<file path="src/rtl/simon_pkg.sv">
`default_nettype none
// +--------------------------------------------------------------------------+
// | simon_pkg : shared sizing and level encodings for the Simon datapath      |
// | Rev 1.0                                                                  |
// +--------------------------------------------------------------------------+
package simon_pkg;
    localparam int   SIMON_WIDTH  = 4;
    localparam int   SIMON_DEPTH  = 64;
    localparam int   SIMON_ADDR_W = 7;
    localparam logic LEVEL_EASY   = 1'b0;
    localparam logic LEVEL_HARD   = 1'b1;
    localparam int   SCORE_W      = 8;
endpackage
`default_nettype wire

</file>
<file path="src/rtl/simon_datapath_if.sv">
`default_nettype none
// +--------------------------------------------------------------------------+
// | simon_datapath_if : controller <-> datapath strobes and status flags     |
// | Rev 1.0                                                                  |
// +--------------------------------------------------------------------------+
interface simon_datapath_if
    import simon_pkg::*;
#(
    parameter int WIDTH = SIMON_WIDTH
);
    logic [WIDTH-1:0]   pattern;
    logic               level;
    logic               level_enable;
    logic               write_enable;
    logic               counter_rst;
    logic               counter_enable;
    logic               current_rst;
    logic               current_enable;
    logic               display_choice;
    logic               pattern_valid;
    logic               pattern_same;
    logic               SeenAll;
    logic [WIDTH-1:0]   pattern_leds;
    logic [SCORE_W-1:0] score;

    modport master (
        output pattern, level, level_enable, write_enable, counter_rst,
               counter_enable, current_rst, current_enable, display_choice,
        input  pattern_valid, pattern_same, SeenAll, pattern_leds, score
    );

    modport slave (
        input  pattern, level, level_enable, write_enable, counter_rst,
               counter_enable, current_rst, current_enable, display_choice,
        output pattern_valid, pattern_same, SeenAll, pattern_leds, score
    );
endinterface
`default_nettype wire

</file>
<file path="src/rtl/simon_pattern_mem.sv">
`default_nettype none
// +--------------------------------------------------------------------------+
// | simon_pattern_mem : DEPTH x WIDTH register file, sync write, async read  |
// | Rev 1.0                                                                  |
// +--------------------------------------------------------------------------+
module simon_pattern_mem #(
    parameter int WIDTH = 4,
    parameter int DEPTH = 64,
    parameter int AW    = $clog2(DEPTH)
) (
    input  logic             clk,
    input  logic             we,
    input  logic [AW-1:0]    waddr,
    input  logic [WIDTH-1:0] wdata,
    input  logic [AW-1:0]    raddr,
    output logic [WIDTH-1:0] rdata
);
    logic [WIDTH-1:0] r_mem [DEPTH];

    always_ff @(posedge clk) begin
        if (we) begin
            r_mem[waddr] <= wdata;
        end
    end

    assign rdata = r_mem[raddr];
endmodule
`default_nettype wire

</file>
<file path="src/rtl/simon_datapath.sv">
`default_nettype none
// +--------------------------------------------------------------------------+
// | simon_datapath : pattern store, playback and compare for the Simon game  |
// | Optional: SIMON_SCORE_EN builds the rounds-completed (score) register.   |
// | Rev 1.0                                                                  |
// +--------------------------------------------------------------------------+
module simon_datapath
    import simon_pkg::*;
#(
    parameter int WIDTH  = SIMON_WIDTH,
    parameter int DEPTH  = SIMON_DEPTH,
    parameter int ADDR_W = SIMON_ADDR_W
) (
    input  logic            clk,
    input  logic            rst,
    simon_datapath_if.slave bus
);
    localparam int MEM_AW = $clog2(DEPTH);

    logic              r_level;
    logic [ADDR_W-1:0] r_last;
    logic [ADDR_W-1:0] r_counter;

    logic              w_full;
    logic              w_empty;
    logic              w_onehot;
    logic              w_valid;
    logic              w_write;
    logic              w_at_end;
    logic [ADDR_W-1:0] w_last_m1;
    logic [WIDTH-1:0]  w_rdata;

    assign w_full    = (r_last == ADDR_W'(DEPTH));
    assign w_empty   = (r_last == '0);
    assign w_last_m1 = r_last - ADDR_W'(1);
    assign w_at_end  = w_empty || (r_counter == w_last_m1);
    assign w_onehot  = (bus.pattern != '0) &&
                       ((bus.pattern & (bus.pattern - WIDTH'(1))) == '0);
    assign w_valid   = !w_full && ((r_level == LEVEL_EASY) || w_onehot);
    assign w_write   = bus.write_enable && w_valid;

    // counter never exceeds last-1, so stopping at w_at_end is the saturation
    always_ff @(posedge clk or negedge rst) begin
        if (!rst) begin
            r_level   <= LEVEL_EASY;
            r_last    <= '0;
            r_counter <= '0;
        end else begin
            if (bus.level_enable) begin
                r_level <= bus.level;
            end
            if (w_write) begin
                r_last <= r_last + ADDR_W'(1);
            end
            if (bus.counter_rst) begin
                r_counter <= '0;
            end else if (bus.counter_enable && !w_at_end) begin
                r_counter <= r_counter + ADDR_W'(1);
            end
        end
    end

    simon_pattern_mem #(
        .WIDTH (WIDTH),
        .DEPTH (DEPTH),
        .AW    (MEM_AW)
    ) u_mem (
        .clk   (clk),
        .we    (w_write),
        .waddr (r_last[MEM_AW-1:0]),
        .wdata (bus.pattern),
        .raddr (r_counter[MEM_AW-1:0]),
        .rdata (w_rdata)
    );

    assign bus.pattern_valid = w_valid;
    assign bus.pattern_same  = !w_empty && (bus.pattern == w_rdata);
    assign bus.SeenAll       = w_at_end;
    assign bus.pattern_leds  = bus.display_choice ? (w_empty ? '0 : w_rdata)
                                                  : bus.pattern;

`ifdef SIMON_SCORE_EN
    logic [SCORE_W-1:0] r_current;

    always_ff @(posedge clk or negedge rst) begin
        if (!rst) begin
            r_current <= '0;
        end else if (bus.current_rst) begin
            r_current <= '0;
        end else if (bus.current_enable && (r_current != '1)) begin
            r_current <= r_current + SCORE_W'(1);
        end
    end

    assign bus.score = r_current;
`else
    logic w_unused_score_strobes;

    assign w_unused_score_strobes = bus.current_rst ^ bus.current_enable;
    assign bus.score              = '0;
`endif
endmodule
`default_nettype wire

</file>
<file path="src/flat_wrapper.sv">
// flat-port wrapper written by rule: the top's interface ports become plain ports
module simon_datapath_flat import simon_pkg::*;
#(
    parameter int WIDTH  = SIMON_WIDTH,
    parameter int DEPTH  = SIMON_DEPTH,
    parameter int ADDR_W = SIMON_ADDR_W
)
  (clk, rst, bus_pattern, bus_level, bus_level_enable, bus_write_enable, bus_counter_rst, bus_counter_enable, bus_current_rst, bus_current_enable, bus_display_choice, bus_pattern_valid, bus_pattern_same, bus_SeenAll, bus_pattern_leds, bus_score);
  simon_datapath_if #(.WIDTH(WIDTH)) bus_i ();
  input  logic clk;
  input  logic rst;
  input wire logic [$bits(bus_i.pattern)-1:0] bus_pattern;
  input wire logic [$bits(bus_i.level)-1:0] bus_level;
  input wire logic [$bits(bus_i.level_enable)-1:0] bus_level_enable;
  input wire logic [$bits(bus_i.write_enable)-1:0] bus_write_enable;
  input wire logic [$bits(bus_i.counter_rst)-1:0] bus_counter_rst;
  input wire logic [$bits(bus_i.counter_enable)-1:0] bus_counter_enable;
  input wire logic [$bits(bus_i.current_rst)-1:0] bus_current_rst;
  input wire logic [$bits(bus_i.current_enable)-1:0] bus_current_enable;
  input wire logic [$bits(bus_i.display_choice)-1:0] bus_display_choice;
  output wire logic [$bits(bus_i.pattern_valid)-1:0] bus_pattern_valid;
  output wire logic [$bits(bus_i.pattern_same)-1:0] bus_pattern_same;
  output wire logic [$bits(bus_i.SeenAll)-1:0] bus_SeenAll;
  output wire logic [$bits(bus_i.pattern_leds)-1:0] bus_pattern_leds;
  output wire logic [$bits(bus_i.score)-1:0] bus_score;
  assign bus_i.pattern = bus_pattern;
  assign bus_i.level = bus_level;
  assign bus_i.level_enable = bus_level_enable;
  assign bus_i.write_enable = bus_write_enable;
  assign bus_i.counter_rst = bus_counter_rst;
  assign bus_i.counter_enable = bus_counter_enable;
  assign bus_i.current_rst = bus_current_rst;
  assign bus_i.current_enable = bus_current_enable;
  assign bus_i.display_choice = bus_display_choice;
  assign bus_pattern_valid = bus_i.pattern_valid;
  assign bus_pattern_same = bus_i.pattern_same;
  assign bus_SeenAll = bus_i.SeenAll;
  assign bus_pattern_leds = bus_i.pattern_leds;
  assign bus_score = bus_i.score;
  simon_datapath #(.WIDTH(WIDTH), .DEPTH(DEPTH), .ADDR_W(ADDR_W)) u_core (.clk(clk), .rst(rst), .bus(bus_i));
endmodule
</file>
<file path="config.mk">
export PLATFORM = sky130hd
export DESIGN_NAME = simon_datapath_flat
export DESIGN_NICKNAME = d
export VERILOG_FILES = /design/src/rtl/simon_pkg.sv /design/src/rtl/simon_datapath_if.sv /design/src/rtl/simon_pattern_mem.sv /design/src/rtl/simon_datapath.sv /design/src/flat_wrapper.sv
export SDC_FILE = /design/constraint.sdc
export NUM_CORES = 1
export LEC_CHECK = 0
export ABC_AREA = 1
export BUFFER_PORTS_ARGS = -buffer_cell sky130_fd_sc_hd__clkbuf_2
export CAP_MARGIN = 20
export CORE_MARGIN = 4
export CORE_UTILIZATION = 25
export CTS_BUF_LIST = sky130_fd_sc_hd__clkbuf_8 sky130_fd_sc_hd__clkbuf_16
export DETAILED_ROUTE_END_ITERATION = 16
export GPL_TIMING_DRIVEN = 1
export MAX_ROUTING_LAYER = met4
export PLACE_DENSITY = 0.38
export RECOVER_POWER = 50
export SLEW_MARGIN = 10
export SYNTH_ARGS = -nofsm -noshare
export SYNTH_HDL_FRONTEND = slang
export SYNTH_HIERARCHICAL = 1
export SYNTH_SLANG_ARGS = --single-unit
</file>
<file path="constraint.sdc">
create_clock -name clk -period 3.3 [get_ports clk]
set_clock_uncertainty 0.05 [all_clocks]
set_input_delay 0.99 -clock clk [delete_from_list [all_inputs] [get_ports clk]]
set_output_delay 0.99 -clock clk [all_outputs]
set_load 0.01 [all_outputs]
</file>
# After elaboration in Yosys (flattened, before gate mapping)
# Memories as Yosys holds them, arrays and structs flattened.
# Cells that the tools add are included.
dict set report classes {
  add_sub_neg 4
  eq_ne 3
  mux 6
  n_bitwise 2
  n_reduce_logical 14
}
# operator count
set op_table {}
lappend op_table {{7-bit by 1-bit adder with 7-bit output (second input constant)} 2}
lappend op_table {{7-bit 2-to-1 mux} 2}
lappend op_table {{4-bit 2-to-1 mux} 2}
lappend op_table {{7-bit equality test} 1}
lappend op_table {{7-bit equality test (second input constant)} 1}
lappend op_table {{7-bit logical NOT} 1}
lappend op_table {{7-bit by 1-bit subtractor with 7-bit output (second input constant)} 1}
lappend op_table {{1-bit logical AND} 5}
lappend op_table {{4-bit bitwise AND} 1}
lappend op_table {{4-bit equality test} 1}
lappend op_table {{4-bit logical NOT} 1}
lappend op_table {{4-bit nonzero test} 1}
lappend op_table {{4-bit by 1-bit subtractor with 4-bit output (second input constant)} 1}
lappend op_table {{1-bit logical NOT} 3}
lappend op_table {{1-bit logical OR} 2}
lappend op_table {{1-bit 2-to-1 mux} 2}
lappend op_table {{2-bit nonzero test} 1}
lappend op_table {{1-bit NOT} 1}
dict set report word_totals {
  register_bits 15
  ram_bits 256
  out_inout_bits 15
  memories 1
}
# name depth word_bits read_ports rd_clocked_by_memory_dff write_ports line_no
set memory_table {}
lappend memory_table {u_core.u_mem.r_mem 64 4 1 0 1 simon_pattern_mem.sv:18} ;# logic [WIDTH-1:0] r_mem [DEPTH];

# Logic depth before layout (Yosys ltp)
# Gate-level depths: netlist of the first run.
dict set report depth {
  depth_word 9
  depth_mapped 14
  mapped_depth_nobuf 14
}

# Cells and area by module
# Netlist of the first run, hierarchy kept.
# module n_inst cells_per_inst area_per_inst_um2 seq_area_each_um2
set by_module_without_submodules {}
lappend by_module_without_submodules {simon_pattern_mem 1 944 10801.6 7687.4}
lappend by_module_without_submodules {simon_datapath 1 200 1392.6 375.4}

# Worst setup path after synthesis of the first run
# OpenSTA, ideal clock, no wires.
dict set report synth_timing {
  path_type {input port to flip-flop}
  start {in bus_pattern[0]}
  end {mem u_core.u_mem.r_mem[48][0], enable pin}
  setup_time_ns 0.377
  arrival_time_ns 2.653
  required_time_ns 2.873
  setup_slack_ns 0.220
  stages 10
  path_buffers 1
  path_cell_list {nor2_1 > nand3_1 > o211ai_1 > nand2_1 > inv_2 > nand2_2 > inv_1 > clkbuf_1 > nand4_1 > nor4_1}
}
dict set report synth_between {
  elab_chain_cells 9
  word_cells_on_any_way 10
  cone_classes {add/sub (1); mux (2); bitwise (1); reduce/logical (6)}
}
# item line_no
set synth_lines {}
lappend synth_lines {{from (decl)} flat_wrapper.sv:12} ;# input wire logic [$bits(bus_i.pattern)-1:0] bus_pattern;
lappend synth_lines {{4-bit by 1-bit subtractor with 4-bit output} simon_datapath.sv:38} ;# ((bus.pattern & (bus.pattern - WIDTH'(1))) == '0);
lappend synth_lines {{4-bit bitwise AND} simon_datapath.sv:38}
lappend synth_lines {{4-bit logical NOT} simon_datapath.sv:38}
lappend synth_lines {{1-bit logical AND (*)} simon_datapath.sv:37} ;# assign w_onehot = (bus.pattern != '0) &&
lappend synth_lines {{1-bit logical OR (*)} simon_datapath.sv:39} ;# assign w_valid = !w_full && ((r_level == LEVEL_EASY) || w_onehot);
lappend synth_lines {{1-bit logical AND (*)} simon_datapath.sv:39}
lappend synth_lines {{net bus_pattern_valid} flat_wrapper.sv:21} ;# output wire logic [$bits(bus_i.pattern_valid)-1:0] bus_pattern_valid;
lappend synth_lines {{1-bit logical AND (*)} simon_datapath.sv:40} ;# assign w_write = bus.write_enable && w_valid;
lappend synth_lines {{net u_core.w_write} simon_datapath.sv:28} ;# logic w_write;
lappend synth_lines {{1-bit 2-to-1 mux (*)} simon_pattern_mem.sv:21} ;# if (we) begin
lappend synth_lines {{1-bit 2-to-1 mux (not written as such) (*)} simon_pattern_mem.sv:22} ;# r_mem[waddr] <= wdata;
lappend synth_lines {{to (decl)} simon_pattern_mem.sv:18}
# The timed path passes the listed nets; every way through them passes the cells marked *.

# Final worst setup path of the first run
dict set report layout_timing {
  start {reg u_core.r_counter[0]}
  end {out bus_pattern_same}
}
dict set report layout_between {
  elab_chain_cells 3
}
# item line_no
set layout_lines {}
lappend layout_lines {{from (decl)} simon_datapath.sv:22} ;# logic [ADDR_W-1:0] r_counter;
lappend layout_lines {{from (signal assigned)} simon_datapath.sv:58} ;# r_counter <= r_counter + ADDR_W'(1);
lappend layout_lines {{memory read 64 x 4 bit} --}
lappend layout_lines {{net u_core.w_rdata[0]} simon_datapath.sv:31} ;# logic [WIDTH-1:0] w_rdata;
lappend layout_lines {{4-bit equality test} simon_datapath.sv:77} ;# assign bus.pattern_same = !w_empty && (bus.pattern == w_rdata);
lappend layout_lines {{1-bit logical AND} simon_datapath.sv:77}
lappend layout_lines {{to (decl)} flat_wrapper.sv:22} ;# output wire logic [$bits(bus_i.pattern_same)-1:0] bus_pattern_same;
# The timed path passes the listed nets, and every way through them passes these cells.

==> metrics list, run 1 <==
* Hold_sp: u_core/r_level
- The critical path starts at u_core/r_counter[0].
- Across all layers, the routed design uses between 8000 and 9000 vias.
- EDFF count, synth: 256
- Of the total synthesized cell area, the portion taken by full adders, half adders and majority gates is 0.410%.
- Once routing completed, OpenROAD measured the worst setup slack at -0.557 ns.
- Most repeated cell in the gate-level netlist after synthesis: sky130_fd_sc_hd__nand2_1
- Final Cycle Share: 117%
- Number of buffers added by the clock tree synthesis step: 30
- The worst setup path is launched from a flip-flop.
* Hold_ws: 0.478 ns
- After detailed routing, the number of remaining DRC violations is 0.
- The clock passes through at most 3 buffers.
* Critical Path End Type: output pin
- Critical path peak fanout: 15
- In this run the count of I/O pins placed on the die edge is 29.
- Y dimension of the die: 229 µm
- The wire-length estimate of the detail-placed layout is 21.8 mm.
- Power density over cell area: 764 nW/µm²
- Initial Util: 25.4%
* Post-synth top cells: sky130_fd_sc_hd__nand2_1 (381), sky130_fd_sc_hd__edfxtp_1 (256), sky130_fd_sc_hd__nand3_1 (247)
- The smallest clock period supported by the final layout is computed as 3.86 ns.
- Across the run, the number of max-cap violations was 2.
- Clock latency at the later pin of the worst-skew pair: between 0.5 and 0.6 ns
- Kind of critical path: flip-flop to output pin
- CTS built an H-tree with a depth of 1.
- Area of all sequential standard cells: 8070 µm²
- DRT Wirelength: 35.1 mm
- The final-report max-slew violation count is 75.
* Synthesized instance count: 1144
- Die area: between 50000 and 60000 µm²
- CTS Root Buffer Type: sky130_fd_sc_hd__clkbuf_16
- Leakage power of the design: 5.42 nW
- Area of the multi-input gates: 3710 µm²
* Most instantiated flip-flop cell in the synthesis netlist: sky130_fd_sc_hd__edfxtp_1
- Based on the critical path, the design can be clocked at up to 0.259 GHz.
* Synth warn: 6
- The clock drives 271 sinks.
- The region available for standard cell placement spans 47900 µm².
- Largest vdd supply drop: between 0.4 and 0.5 mV
- Of the post-synthesis cell area, the dominant cell type holds between 60 and 70%.
- Leading area contributor after synthesis: sky130_fd_sc_hd__edfxtp_1
- Measured on the finished design, the core utilization comes to between 30% and 40%.
- Hold Violations, Final: 0
- Mux cell area share after synthesis: 0.0923%
- Entering global routing, the biggest net connects 61 pins.
* Run status: finished with violations
- Clock-pin slew was measured on the worst setup and hold paths at 0.06 ns.
- Non-filler cells in the finished layout: 1856
* Number of inserted filler cells in the final layout: slightly below 5000
- In the routed layout, each cell is associated on average with a via count of 4.46.
- At the end of the flow, the number of nets in the layout was 1238.
- The number of hold buffers added after CTS was 0.
- Pin slew with the least headroom to its limit: 2.31 ns
- By area the synthesized netlist is led by sky130_fd_sc_hd__edfxtp_1 (63%), sky130_fd_sc_hd__nand2_1 (12%), sky130_fd_sc_hd__nand3_1 (10%).
* Average wire per standard cell: roughly 19 µm
- Global routing finished with a remaining overflow of 0.
- Setup violations remaining at the end of the flow were counted as 9.
- Start of the worst register-to-register path: u_core/r_last[3]
* Number of cells in the design after placement: around 1800
- The worst pin sits at a relative slew slack of -54.2%.
- Share of synthesized registers carrying an async set or reset: 5.54%
* Min-Delay Path Class: flip-flop to flip-flop
- Global placement routability congestion: slightly below 0.8
- Number of antenna violations at the first check in global routing: 1
- The first global-routing pass estimated 52.2 mm of wire.
- Sequential cells were found to cover 66.1% of the synthesized design area.
- Main combinational cell family by area after synthesis: simple AND/OR/NAND/NOR gates
- Port buffering added 18 buffers.
- The synthesized netlist devotes 0.421% of its cell area to compound gates.
- Share of synthesized cell area in and, or, nand and nor gates: a little over a quarter
- The average instance in the mapped netlist occupies between 10 and 15 µm².
- The first detailed-routing pass took 5 iterations.
* WP data arrival: 2.82 ns
* DIE WIDTH: between 200 and 250 µm
- The final reports fail on max-capacitance violations, max-slew violations, negative setup slack.
* Clock tree from TritonCTS: done
- Post-synthesis instance area: 12200 µm²
* Number of DRC violations after detailed-routing iteration 0: 418
- Total routing usage reported by global routing: 13.4%
* Via count of the first global-routing pass: 8202
* Routed Antenna Nets: 0
- Data on the critical path is required at its endpoint by between 2 and 2.5 ns.
- Setup repair after global routing could not meet its margin everywhere.
* Parity-gate share of the synthesized area counting xor and xnor cells: 1.01%
* Synthesis-stage register bit count: around 270
* Count of standard-cell rows: 80
- Cells with a size suffix above 1 make up between 10% and 20% of the layout.
- Post-synthesis to final-layout area growth: 20.3%
- Count of unique library cells instantiated by Yosys: 34
## cell usage in the layout (no fill, tap or decap), drive strengths merged, types with 11 or more instances in the layout
cell / Yosys / final
buf: 57 / 79
clkbuf: 11 / 55
clkinv: 2 / 19
dfrtp: 15 / 15
edfxtp: 256 / 256
inv: 36 / 39
nand2: 387 / 387
nand3: 251 / 251
nand4: 11 / 11
nor2: 74 / 74
## final timing paths
path | cells after the start | slack [ns] | end
max | 14 | -0.56 | bus_pattern_same
min | 1 | 0.48 | u_core/r_level
max reg2reg | 10 | 0.43 | u_core/u_mem/r_mem[28][1]
min reg2reg | 1 | 0.48 | u_core/r_level
max in group asynchronous | 1 | 1.97 | u_core/r_counter[0]
min in group asynchronous | 1 | 0.52 | u_core/r_level
## kinds of logic (layout without fill, tap and decap cells)
group	count (synthesis)	in the layout
buffers and inverters	106	195
AOI/OAI and AO/OA	9	9
xor gates and xnor gates	14	14
adders and majority gates	4	4
DFF	271	271
and+or+nand+nor	738	738
muxes	1	1
other	1	9
## routing by layer
| layer | part of all wire [%] | GRT usage [%] | up-vias |
|---|---|---|---|
| met3 | 3.8 | 2.01 | 42 |
| met5 | 0 | - | - |
| met4 | 2.2 | 3.65 | 0 |
| met2 | 48 | 21.9 | 129 |
| li1 | - | - | 4084 |
| met1 | 46 | 17.6 | 4029 |
## layout make-up
class,instances,area share [%]
Sequential cell,271,55.0
Multi-Input combinational cell,774,25.3
Timing Repair Buffer,104,6.94
Tap cell,615,5.25
Clock buffer,30,5.12
Clock inverter,22,1.25
Inverter,38,1.08
Timing Repair inverter,1,0.0427
Antenna cell,1,0.0171
## registers in the layout, indices dropped and copies added (netlist names)
name,cells
u_core/u_mem/r_mem,256
u_core/r_counter,7
u_core/r_last,7
u_core/r_level,1
## critical path, cell delays in order (launching register included)
cell                      delay, ns
sky130_fd_sc_hd__dfrtp_4       0.56
sky130_fd_sc_hd__buf_6         0.17
sky130_fd_sc_hd__buf_12        0.14
sky130_fd_sc_hd__nand2_1       0.05
sky130_fd_sc_hd__nand3_1       0.09
sky130_fd_sc_hd__nand3_1       0.12
sky130_fd_sc_hd__nand2_1       0.10
sky130_fd_sc_hd__nand2_1       0.08
sky130_fd_sc_hd__nand3_2       0.11
sky130_fd_sc_hd__nand3_2       0.12
sky130_fd_sc_hd__nand2_2       0.10
sky130_fd_sc_hd__or2_2         0.30
sky130_fd_sc_hd__nand4_1       0.11
sky130_fd_sc_hd__nor4_2        0.05
sky130_fd_sc_hd__buf_2         0.14
## power breakdown
part	switching, mW	total, mW	leakage (nW)	internal [mW]
Clock	1.35	3.22	0.470	1.87
Combinational	2.50	3.94	2.45	1.44
Sequential	0.157	4.04	2.49	3.89
## stage by stage
stage          setup slack [ns]  total power [mW]  cell area (µm²)  setup TNS (ns)
2_1_floorplan             0.220              6.38            12200               0
3_3_place_gp             -0.187              7.64            13300          -0.665
3_5_place_dp             -0.179              7.63            13300           -1.15
4_1_cts                  -0.608              11.3            14600           -2.44
5_1_grt                  -0.704              11.9            14700          -41.42
6_report                 -0.557              11.2            14700           -2.34
## what timing repair did
action | 4_1_cts | 5_1_grt
buffers inserted | 5 | 1
resized for setup | 53 | 16
setup endpoints to repair | 6 | 6
pin swaps | 6 | 6
gates cloned | 6 | 0
Note: power is estimated with default switching activity, not from simulation.
==> run 2: changes to the inputs <==
BUFFER_PORTS_ARGS = default   (was -buffer_cell sky130_fd_sc_hd__clkbuf_2)
DONT_BUFFER_PORTS = 1   (was default)
PLACE_DENSITY = 0.37   (was 0.38)
RECOVER_POWER = default   (was 50)
SETUP_SLACK_MARGIN = 0.3   (was default)
==> run 2 against run 1 <==
  * The flow finishes with violations (negative setup slack)
  * Via count decreased by 1.1%
  * Critical endpoint unchanged
  * Clock power down 2%
  * Global-route usage shrank 0.36 points
  * Combinational power about the same
  * Critical path depth unchanged
  * Register-to-register slack better by 0.31 ns
  * Flip-flop and latch count stayed put
  * Fmax shrank 0.35%
  * Die area unchanged
  * Critical path type unchanged
  * Power decreased by 0.96%
  * Largest cell class unchanged
==> metrics list, run 2 (synthesis results as in run 1) <==
- The flow ran to the end, but the final reports show violations.
* Violations in the final reports: negative setup slack
- Most common library cell in the layout ignoring fill and taps: sky130_fd_sc_hd__nand2_1
* Share of power burned in combinational logic: 35.3% (about the same)
- Ranked by flip-flop count, first place goes to u_core/u_mem/r_mem.
- The transition time at the pin with the least slew margin is 0.569 ns (-1.74 ns).
- Sequential fraction of design power: 36.1% (about the same)
* Area of the multi-input gates: 3650 µm² (-1.5%)
* Critical Path End Type: output pin
* Layout cells sized above 1: 15.7% (-1.1 points)
- First-pass detailed-route iteration total: 5 (unchanged)
- The endpoint identified for the worst register-to-register timing path is u_core/u_mem/r_mem[51][1].
- Max FFs per register: 256 (unchanged)
* Leakage power of the design: 5.34 nW (-1.4%)
- The startpoint identified for the worst register-to-register timing path is u_core/r_last[3].
- The final-report max-slew violation count was 0 (-100%).
- Average wire per standard cell: 18.9 µm (+0.13%)
- Post-synthesis to final-layout area growth: 19.1%
* Clock latency at the later pin of the worst-skew pair: 0.57 ns (about the same)
- Largest registers in the final layout: u_core/u_mem/r_mem x256, u_core/r_counter x7, u_core/r_last x7
* Clock sink total: 271 (unchanged)
- The worst path setup slack after routing is -0.571 ns (-0.0134 ns).
- Max Cap Violations: 0 (-2)
- Final Cycle Share: 117% (+0.41 points)
* Slew margin rel.: 61.9% (+120 points)
- The cell-internal power was 7.09 mW (-1.5%).
- Die area: 52400 µm² (unchanged)
- Worst setup SP type: flip-flop
* Hold Violations, Final: 0 (unchanged)
- Number of DRC violations after detailed-routing iteration 0: 599 (+43%)
- Non-filler cells in the finished layout: 1829 (-1.5%)
- The power per unit of standard cell area was 764 nW/µm² (about the same).
- The number of antenna repair diodes came to 0 (-1).
- Switching fraction of total power: 36.2% (+0.37 points)
- The sum of net half-perimeters after detailed placement came to 20.8 mm (-4.6%).
- Number of buffers added by the clock tree synthesis step: 31 (+3.3%)
* Clock tree from TritonCTS: done
- Max Root-Sink Buffers: 3 (unchanged)
- The final weighted congestion of routability-driven global placement is 0.748 (-2.8%).
- Min-Delay Path Class: input port to async pin
* Cell area reported after detailed placement: 13100 µm² (-1.9%)
- Core Area: 47900 µm² (unchanged)
- The accumulated negative setup slack is -1.65 ns (+0.692 ns).
* Worst path slowest cell: sky130_fd_sc_hd__dfrtp_4
* Sequence of cells on the critical path: buf_12 > clkinv_16 > clkbuf_16 > nand2_1 > nand3_1 > nand3_1 > nand2_1 > nand2_1 > nand3_1 > nand3_2 > nand2_2 > xor2_1 > nor4_1 > buf_4
- Required time at the worst-slack endpoint: 2.26 ns (about the same)
* Length in cells of the worst reg-to-reg path: 9 (-1)
- DIE WIDTH: 229 µm (unchanged)
- The register-to-register setup slack came to 0.74 ns (+0.31 ns).
- The initial standard-cell utilization of the core is 25.4% (unchanged).
- Total routing usage reported by global routing: 13.1% (-0.36 points)
- Htree depth: 1 (unchanged)
- Fmax achieved: 0.258 GHz (-0.35%)
* Nets: 1208 (-2.4%)
* Highest-count cells in the layout ignoring fill and taps: sky130_fd_sc_hd__nand2_1 (370), sky130_fd_sc_hd__edfxtp_1 (256), sky130_fd_sc_hd__nand3_1 (227)
- The highest fanout seen on the critical path came to 9 (-6).
* WP data arrival: 2.83 ns (about the same)
* Shortest clock period the worst path allows after layout: 3.87 ns (+0.0134 ns)
* Net Sw Power: 4.01 mW (about the same)
* Area of all sequential standard cells: 8070 µm² (about the same)
- Global-route wire length before repair: 51.1 mm (-2.2%)
- Clock group share of total power: 28.5% (-0.2 points)
- The maximum number of pins on one net before global-route repair came to 69 (+13%).
- Number of inserted filler cells in the final layout: 4903 (-0.41%)
- PortBufs: 0 (-18)
- CTS Root Buffer Type: sky130_fd_sc_hd__clkbuf_16
- Delay of the slowest cell on the worst path: 0.52 ns (-0.04 ns)
- Register clock-pin slew on the reported worst setup and hold paths: 0.06 ns (about the same)
- Number of cells in the design after placement: 1755 (-2.0%)
- The via count of the routed design came to 8195 (-1.1%).
- Sum of overflow across all layers after global routing: 0 (unchanged)
* Post-route DRC violation count: 0 (unchanged)
- Final setup violating endpoints: 6 (-3)
- The routed wire length was 34.6 mm (-1.3%).
- The number of routed nets with antenna violations is 0 (unchanged).
- Kind of critical path: flip-flop to output pin
- Post-route cell area: 14500 µm² (-1.0%)
* Worst setup timing slack at the placement stage: -0.0708 ns (+0.109 ns)
* Via density: 4.48 (+0.39%)
- Setup repair after global routing missed its margin: yes
- Y dimension of the die: 229 µm (unchanged)
- The number of global-route vias before repair is 8079 (-1.5%).
- Count of pins on the block boundary: 29 (unchanged)
* Count of standard-cell rows: 80 (unchanged)
* Largest vdd supply drop: 0.410 mV (+2.0%)
* Number of antenna violations at the first check in global routing: 0 (-1)
-- run 2: cell types whose count changed in the layout (fill, tap and decap cells not counted), sizes merged --
cell      previous run  this run
clkbuf              55        36
diode                1         0
clkinvlp             0         3
bufinv               3         1
buf                 79        68
inv                 39        42
-- run 2: stage by stage --
step	util (%)	power [mW]	hold WS, ns
6_report	30.3	11.1	0.0542
2_1_floorplan	-	6.38	0.431
4_1_cts	29.5	10.9	0.0163
3_3_place_gp	27.3	7.58	0.454
5_1_grt	30.3	11.8	0.0202
3_5_place_dp	27.3	7.56	0.459
-- run 2: how the worst max path moves through the flow --
stage,start,to,slack [ns]
CTS,u_core/r_counter[0],bus_pattern_same,-0.62
global route,u_core/r_counter[0],bus_pattern_same,-0.72
global placement,u_core/r_counter[0],bus_pattern_same,-0.09
floorplan,bus_pattern[0],u_core/u_mem/r_mem[48][0],0.22
finish,u_core/r_counter[0],bus_pattern_same,-0.57
detailed placement,u_core/r_counter[0],bus_pattern_same,-0.07
-- run 2: layout make-up --
cell class,instances,share of cell area [%]
clock buffers,31,5.34
flip-flops and latches,271,55.6
clock inverters,26,1.05
multi-input cells,774,25.1
repair inverters,1,0.207
inverters,38,1.08
well taps,615,5.30
repair buffers,73,6.31
-- run 2: repair_timing --
action,CTS,global route
hold buffers,0,0
pin swaps,1,4
gates cloned,1,11
gates resized for setup,25,36
hold endpoints to repair,0,0
buffers inserted,1,4
setup endpoints to repair,6,6
-- run 2: routing by layer --
metal	GRT usage (%)	share of wire [%]	up-vias
met5	-	0	-
li1	-	-	4038
met3	2.06	4.1	44
met1	17.5	46	3975
met2	21.0	48	138
met4	3.02	1.8	0
-- run 2: worst max-delay path, delay by kind of cell, from the launching register on --
kind,cells,cell delay [ns]
buffers and inverters,4,0.57
DFF,1,0.52
and+or+nand+nor,9,0.99
xor gates and xnor gates,1,0.17
-- run 2: power groups by stage --
stage	sequential (mW)	combinational [mW]	clock (mW)
after floorplan	4.03	2.35	0
after global placement	4.08	3.50	0
after detailed placement	4.08	3.48	0
after CTS	4.01	3.61	3.27
after global routing	4.03	4.33	3.43
final	4.01	3.92	3.17
